File: src/rtl/microaddr_return_stack_pkg.sv
// Control-unit shared definitions: microaddress width/type and return-stack depth.
package microaddr_return_stack_pkg;

    localparam int UADDR_W  = 8;
    localparam int RS_DEPTH = 4;

    typedef logic [UADDR_W-1:0] uaddr_t;

endpackage

File: src/rtl/microaddr_return_stack.sv
// LIFO of microsubroutine return addresses; top-of-stack is presented
// combinationally from registers so a return resolves in the selecting cycle.
module microaddr_return_stack
    import microaddr_return_stack_pkg::*;
#(
    parameter int AW    = UADDR_W,
    parameter int DEPTH = RS_DEPTH
) (
    input  logic          CLK,
    input  logic          RESET_N,
    input  logic [AW-1:0] IncAddr,
    input  logic          Push,
    input  logic          Pop,
    input  logic          ClrErr,
    output logic [AW-1:0] RetAddr,
    output logic          Empty,
    output logic          Full,
    output logic          Overflow,
    output logic          Underflow
);

    localparam int SPW = $clog2(DEPTH + 1);

    logic [SPW-1:0] sp;
    logic [SPW-1:0] sp_nxt;
    logic [AW-1:0]  entries [DEPTH];
    logic [DEPTH-1:0] we;
    logic [SPW-1:0] wr_idx;
    logic           wr_en;
    logic           set_ovf;
    logic           set_unf;
    logic [AW-1:0]  top;

    assign Empty = (sp == '0);
    assign Full  = (sp == SPW'(DEPTH));

    always_comb begin
        sp_nxt  = sp;
        wr_en   = 1'b0;
        wr_idx  = sp;
        set_ovf = 1'b0;
        set_unf = 1'b0;
        if (Push && Pop) begin
            if (Empty) begin
                // return on an empty stack still lets the call land in slot 0
                wr_en   = 1'b1;
                wr_idx  = '0;
                sp_nxt  = SPW'(1);
                set_unf = 1'b1;
            end else begin
                wr_en  = 1'b1;
                wr_idx = sp - SPW'(1);
            end
        end else if (Push) begin
            if (Full) begin
                set_ovf = 1'b1;
            end else begin
                wr_en  = 1'b1;
                wr_idx = sp;
                sp_nxt = sp + SPW'(1);
            end
        end else if (Pop) begin
            if (Empty) begin
                set_unf = 1'b1;
            end else begin
                sp_nxt = sp - SPW'(1);
            end
        end
    end

    always_comb begin
        we  = '0;
        top = '0;
        for (int i = 0; i < DEPTH; i++) begin
            we[i] = wr_en && (wr_idx == SPW'(i));
            if (sp == SPW'(i + 1)) top = entries[i];
        end
    end

    assign RetAddr = top;

    always_ff @(posedge CLK or negedge RESET_N) begin
        if (!RESET_N) begin
            sp        <= '0;
            Overflow  <= 1'b0;
            Underflow <= 1'b0;
            for (int i = 0; i < DEPTH; i++) entries[i] <= '0;
        end else begin
            sp        <= sp_nxt;
            // a same-cycle error takes priority over the clear
            Overflow  <= (Overflow  && !ClrErr) || set_ovf;
            Underflow <= (Underflow && !ClrErr) || set_unf;
            for (int i = 0; i < DEPTH; i++) begin
                if (we[i]) entries[i] <= IncAddr;
            end
        end
    end

endmodule

File: config.mk
export PLATFORM = sky130hd
export DESIGN_NAME = microaddr_return_stack
export DESIGN_NICKNAME = d
export VERILOG_FILES = /design/src/rtl/microaddr_return_stack_pkg.sv /design/src/rtl/microaddr_return_stack.sv
export SDC_FILE = /design/constraint.sdc
export NUM_CORES = 1
export LEC_CHECK = 0
export CAP_MARGIN = 40
export CORE_MARGIN = 2
export CORE_UTILIZATION = 40
export CTS_BUF_LIST = sky130_fd_sc_hd__clkbuf_4
export CTS_CLUSTER_SIZE = 25
export DETAILED_ROUTE_END_ITERATION = 10
export PLACE_DENSITY = 0.72
export REMOVE_ABC_BUFFERS = 1
export SYNTH_ARGS = -nofsm -noshare
export SYNTH_HDL_FRONTEND = slang
export SYNTH_SLANG_ARGS = --single-unit
File: constraint.sdc
create_clock -name CLK -period 2.36 [get_ports CLK]
set_input_delay 0.472 -clock CLK [delete_from_list [all_inputs] [get_ports CLK]]
set_output_delay 0.472 -clock CLK [all_outputs]
set_load 0.05 [all_outputs]
Word level (Yosys, flattened, before mapping)
Index checks and enable logic that the tools add are counted.
Operators by class
  add/subtract/negate cells: 2
  equality and inequality tests: 10
  mux-type cells: 22
  reduce and logical (&&, ||, !) cells: 14
Operator list (count)
  8-bit two-way mux: 4
  3-bit two-way mux: 8
  3-bit by 2-bit == test with 1-bit output, second input constant: 4
  1-bit two-way mux: 10
  1-bit logical AND: 7
  3-bit by 1-bit == test with 1-bit output, second input constant: 2
  3-bit logical NOT: 2
  3-bit by 2-bit inequality test with 1-bit output, second input constant: 2
  4-bit AND reduction: 1
  3-bit by 1-bit adder with 3-bit output, second input constant: 1
  3-bit == test, second input constant: 1
  3-bit nonzero test: 1
  3-bit by 1-bit subtractor with 3-bit output, second input constant: 1
  1-bit logical OR: 2
  2-bit inequality test, second input constant: 1
  1-bit logical NOT: 1
Storage, ports and cells
  bits in registers: 37
  input bits: 13
  logic and storage cells: 55

Longest topological paths before layout
  word-level depth: 6
  depth in mapped cells: 9

Worst setup path after synthesis
No wires, ideal clock.
  kind: reg-to-output
  from: register sp[0]
  to: output port RetAddr[3]
  data arrival time: 2510 ps
  data required time: 1888 ps
  setup slack: -622 ps
  cell stages (with the launch flop): 9
  buffers on the path: 2
  path through: dfrtp_1 -> buf_2 -> inv_1 -> ha_1 -> clkbuf_1 -> nand3b_1 -> a21oi_1 -> a21oi_1 -> o21ai_0
Between the ends
  longest elaborated chain between the ends: 5
  elaborated cells between the ends (all ways): 8
  those cells by class: eq/ne (4); mux (4)
RTL lines
  from (decl): line microaddr_return_stack.sv:24  | logic [SPW-1:0] sp;
  from (signal assigned): line microaddr_return_stack.sv:89  | sp <= sp_nxt;
  3-bit by 1-bit == test with 1-bit output: line microaddr_return_stack.sv:76  | if (sp == SPW'(i + 1)) top = entries[i];
  8-bit two-way mux (3 in a row): line microaddr_return_stack.sv:76
  8-bit two-way mux *: line microaddr_return_stack.sv:76
  to (decl): line microaddr_return_stack.sv:15  | output logic [AW-1:0] RetAddr,
Every way passes the cells marked *; elsewhere a longest branch is shown, timed or not.

Final worst setup path
  from: register sp[1]
  to: output port RetAddr[7]
The elaborated chain is that of the path after synthesis.

==> flow_results.org <==
** Status
- The flow ran to the end, and the final reports show no timing, DRC or antenna violations.

** Synthesis
- The synthesized netlist occupies a cell area of 2210 um2.
- Summing the areas of all and, or, nand and nor instances in the mapped netlist gives 14.8% of the synthesized area.
- Multiplexer cells account for 22.3% of the synthesized area.
- Complex-gate fraction of the synthesized area :: 11.9%
- Area share of xor/xnor cells in the synthesized design :: 0.397%
- Summed over all instances, the cell type with the most area after synthesis is sky130_fd_sc_hd__dfrtp_1.
- The synthesized design contains 37 register bits.
- Counting every instance in the synthesized netlist gives 188.
- Share of the synthesized area in the top cell type :: 42.0%
- Yosys warning total :: 0
- After synthesis, the largest family of logic cells by area is multiplexers.
- Cells taking the most area after synthesis :: sky130_fd_sc_hd__dfrtp_1 (42%), sky130_fd_sc_hd__mux2_4 (16%), sky130_fd_sc_hd__a21oi_1 (3.4%)
- After Yosys synthesis, full adders, half adders and majority gates account for 3.40% of the synthesized area.
- Number of library cell types mapped by synthesis :: 42
- Async S/R FF share, synth :: 100%
- The average instance in the mapped netlist occupies 11.7 um2.
- Counting flops with a built-in enable in the synthesized netlist gives 0.
- For this run, the leading register cell type out of synthesis is sky130_fd_sc_hd__dfrtp_1.
- Of the synthesized area, sequential elements account for 42.0%.

** Detailed routing
- After detailed routing, the total wire length is 4880 um.
- Count of nets left with antenna violations after detail routing :: 0
- The first detailed-routing pass took 4 iterations.
- Vias :: 1573
- In this run, the number of DRC markers left after iteration 0 of detailed routing was 106.
- After detailed routing, the number of vias per cell comes to 5.21.
- In the routed design, unresolved DRC markers number 0.
- Post-detailed-route wirelength per cell :: 16.2 um

** Clocking
- Clock buffer count from CTS :: 5
- Clock-pin slew was measured on the worst setup and hold paths at 0.11 ns.
- The tree built by TritonCTS fans out to 37 sinks.
- TritonCTS built the clock tree.
- Clock Tree Root :: sky130_fd_sc_hd__clkbuf_4
- Latest clock arrival within the worst-skew pair :: 0.35 ns
- CTS built an H-tree with a depth of 2.
- Hold repair after CTS inserted 0 buffers.
- Clk buf depth :: 2

** Setup path
- The endpoint identified for the worst register-to-register timing path is entries[3].
- Type of element launching the critical path :: flop
- R2r setup slk :: 0.15 ns
- FF-to-FF path depth :: 9
- The critical path crosses 6 cells after its start point.
- The largest single stage delay on the critical path is 0.49 ns.
- CP endpoint kind :: primary output
- Traced cell by cell, the critical path runs through ha_4 -> buf_8 -> buf_4 -> a221oi_2 -> o31ai_2 -> buf_12.
- Worst setup path category :: flop to primary output
- The worst register-to-register path begins at sp[1].
- On the critical path the largest part of the delay comes from flip-flops.
- Crit path buffers/inverters :: 3
- STA puts the critical path data required time at 1.89 ns.
- Standard cell with the maximum stage delay on the critical path :: sky130_fd_sc_hd__dfrtp_2
- Largest fanout of any net on the critical path :: 9
- Data on the critical path arrives at its endpoint at 1.89 ns.

** Place
- Pre-CTS worst setup slack :: 0.0343 ns
- The HPWL after detailed placement is 3200 um.
- During placement, the flow inserted port buffers numbering 24.
- The placed instances occupy a cell area of 2710 um2.
- Placer congestion estimate :: 0.791

** Power and ir drop
- Net switching power :: 0.00186 W
- The clock network is responsible for 9.5% of the overall power.
- Of the total power, the share spent switching nets is 41.1%.
- Dividing total power by cell area gives a power density of 1520 nW/um2.
- Logic pwr share :: 64.2%
- The analysis attributes to cell leakage a power of 1.29 nW.
- Flop pwr share :: 26.3%
- Cell internal power dissipation :: 0.00268 W
- VDD IR-drop max :: 0.000734 V

** GRT
- The first global-routing pass estimated 7940 um of wire.
- Overflow left after global routing :: 0
- Pin count of the biggest net entering global routing :: 38
- The initial antenna violation count is 0.
- Total Routing Usage GR :: 16.7%
- Via count of the first global-routing pass :: 1582

** Final layout
- The post-route netlist has 46.1% of its cells at a drive strength greater than 1.
- The library cells used most frequently in the layout, excluding fill and tap cells, are sky130_fd_sc_hd__dfrtp_1 (36), sky130_fd_sc_hd__mux2_4 (24), sky130_fd_sc_hd__buf_4 (19).
- The number of antenna diodes in the final layout is 0.
- For this run, the post-layout net count is 249.
- The library cell used most frequently in the layout, excluding fill and tap cells, is sky130_fd_sc_hd__dfrtp_1.
- Final design instance area without fill :: 2980 um2
- Layout area overhead :: 35.1%

** Job
- Maximum Capacitance Violations :: 0

** Die
- The die is 78.3 um wide.
- The die covers 6120 um2.
- In this run the vertical extent of the chip is 78.3 um.
- Initial Util :: 40.8%
- Area inside the core boundary :: 5410 um2
- FP Rows :: 27
- 25 I/O pins were placed.

** STA
- Max-slew headroom :: 44.5%
- Ratio of final minimum period to clock period :: 100%
- After layout, the minimum clock period comes to 2.36 ns.
- Max-slew violations :: 0
- For the pin with the worst max-slew slack, the measured transition is 0.832 ns.
- Setup violations remaining at the end of the flow were counted as 0.
- The final-report hold violation count is 0.
- Max Freq :: 0.424 GHz
- Setup repair after global routing could not meet its margin everywhere.
- Setup slack after layout :: 0.000874 ns
- Clock skew on the completed layout was measured at 0.00620 ns.

** Hold path
- In this run the worst hold path is classified as input pin to async pin.
cells by family (layout without fill, tap and decap cells):
group	count (synthesis)	after routing
adder cells (fa/ha/maj)	6	6
XOR/XNOR	1	1
buffers and inverters	20	62
AO/OA/AOI/OAI	40	40
flip-flops	37	37
AND/OR/NAND/NOR	49	49
multiplexers	35	35
cells in the mapped netlist (2+ instances only):
library cell and number:
sky130_fd_sc_hd__mux2_1 5, sky130_fd_sc_hd__mux2i_1 2, sky130_fd_sc_hd__a211oi_1 2, sky130_fd_sc_hd__nor2b_1 4
sky130_fd_sc_hd__nand2b_1 6, sky130_fd_sc_hd__nor2_1 2, sky130_fd_sc_hd__mux2_2 3, sky130_fd_sc_hd__dfrtp_1 37
sky130_fd_sc_hd__ha_1 6, sky130_fd_sc_hd__o31ai_1 2, sky130_fd_sc_hd__a21oi_1 15, sky130_fd_sc_hd__buf_2 3
sky130_fd_sc_hd__o21ai_0 11, sky130_fd_sc_hd__clkbuf_1 4, sky130_fd_sc_hd__mux2_4 24, sky130_fd_sc_hd__nand3b_1 7
sky130_fd_sc_hd__nand3_1 7, sky130_fd_sc_hd__inv_1 7, sky130_fd_sc_hd__nand4_4 2, sky130_fd_sc_hd__a221oi_1 2
sky130_fd_sc_hd__buf_6 4, sky130_fd_sc_hd__nand2_1 13
power by group through the flow:
stage,Clock (W),Sequential (W),Combinational (W)
final,0.000432,0.00119,0.00292
after global routing,0.000475,0.00123,0.00310
after CTS,0.000443,0.00117,0.00274
after detailed placement,0,0.00116,0.00255
after global placement,0,0.00115,0.00251
after floorplan,0,0.00117,0.00149
metrics by stage:
stage	hold slack, ns	TNS, ns	std cells	utilization (%)	power [W]
final	0.207	0	302	55.1	0.00454
after global routing	0.242	-0.641	302	55.1	0.00480
after detailed placement	0.484	0	290	50.2	0.00371
after global placement	0.477	0	290	50.2	0.00366
after floorplan	0.176	-6.67	175	-	0.00267
after CTS	0.220	0	299	53.3	0.00435
final cells by class:
cell class / count / area, um2
Fill cell: 459 / 2430
Multi-Input combinational cell: 131 / 1310
Sequential cell: 37 / 927
Timing Repair Buffer: 48 / 556
Tap cell: 72 / 90.1
Clock buffer: 5 / 37.5
Clock inverter: 2 / 35.0
Inverter: 7 / 28.8
what timing repair did:
action,4_1_cts,5_1_grt
pin swaps,2,10
buffers inserted,3,5
setup endpoints to repair,10,9
resized for setup,26,20
metal layers:
layer / global-route usage [%] / share of wire, % / up-vias
met5: 0 / 0 / -
met4: 4.21 / 1.1 / 0
met3: 4.25 / 3.3 / 5
met2: 25.8 / 46 / 31
met1: 23.6 / 49 / 777
li1: - / - / 760
worst max path at each step:
stage	start	endpoint	slack (ns)
floorplan	sp[0]	RetAddr[0]	-0.53
global placement	Pop	entries[3]	0.08
detailed placement	Pop	entries[3]	0.03
CTS	sp[1]	RetAddr[5]	0.01
global route	sp[0]	RetAddr[5]	-0.12
finish	sp[1]	RetAddr[7]	0.0009
sequential cells by signal, summed over array words and instances (netlist names):
register / count
entries: 32
sp: 3
Overflow: 1
Underflow: 1
Note: power is estimated with default switching activity, not from simulation.
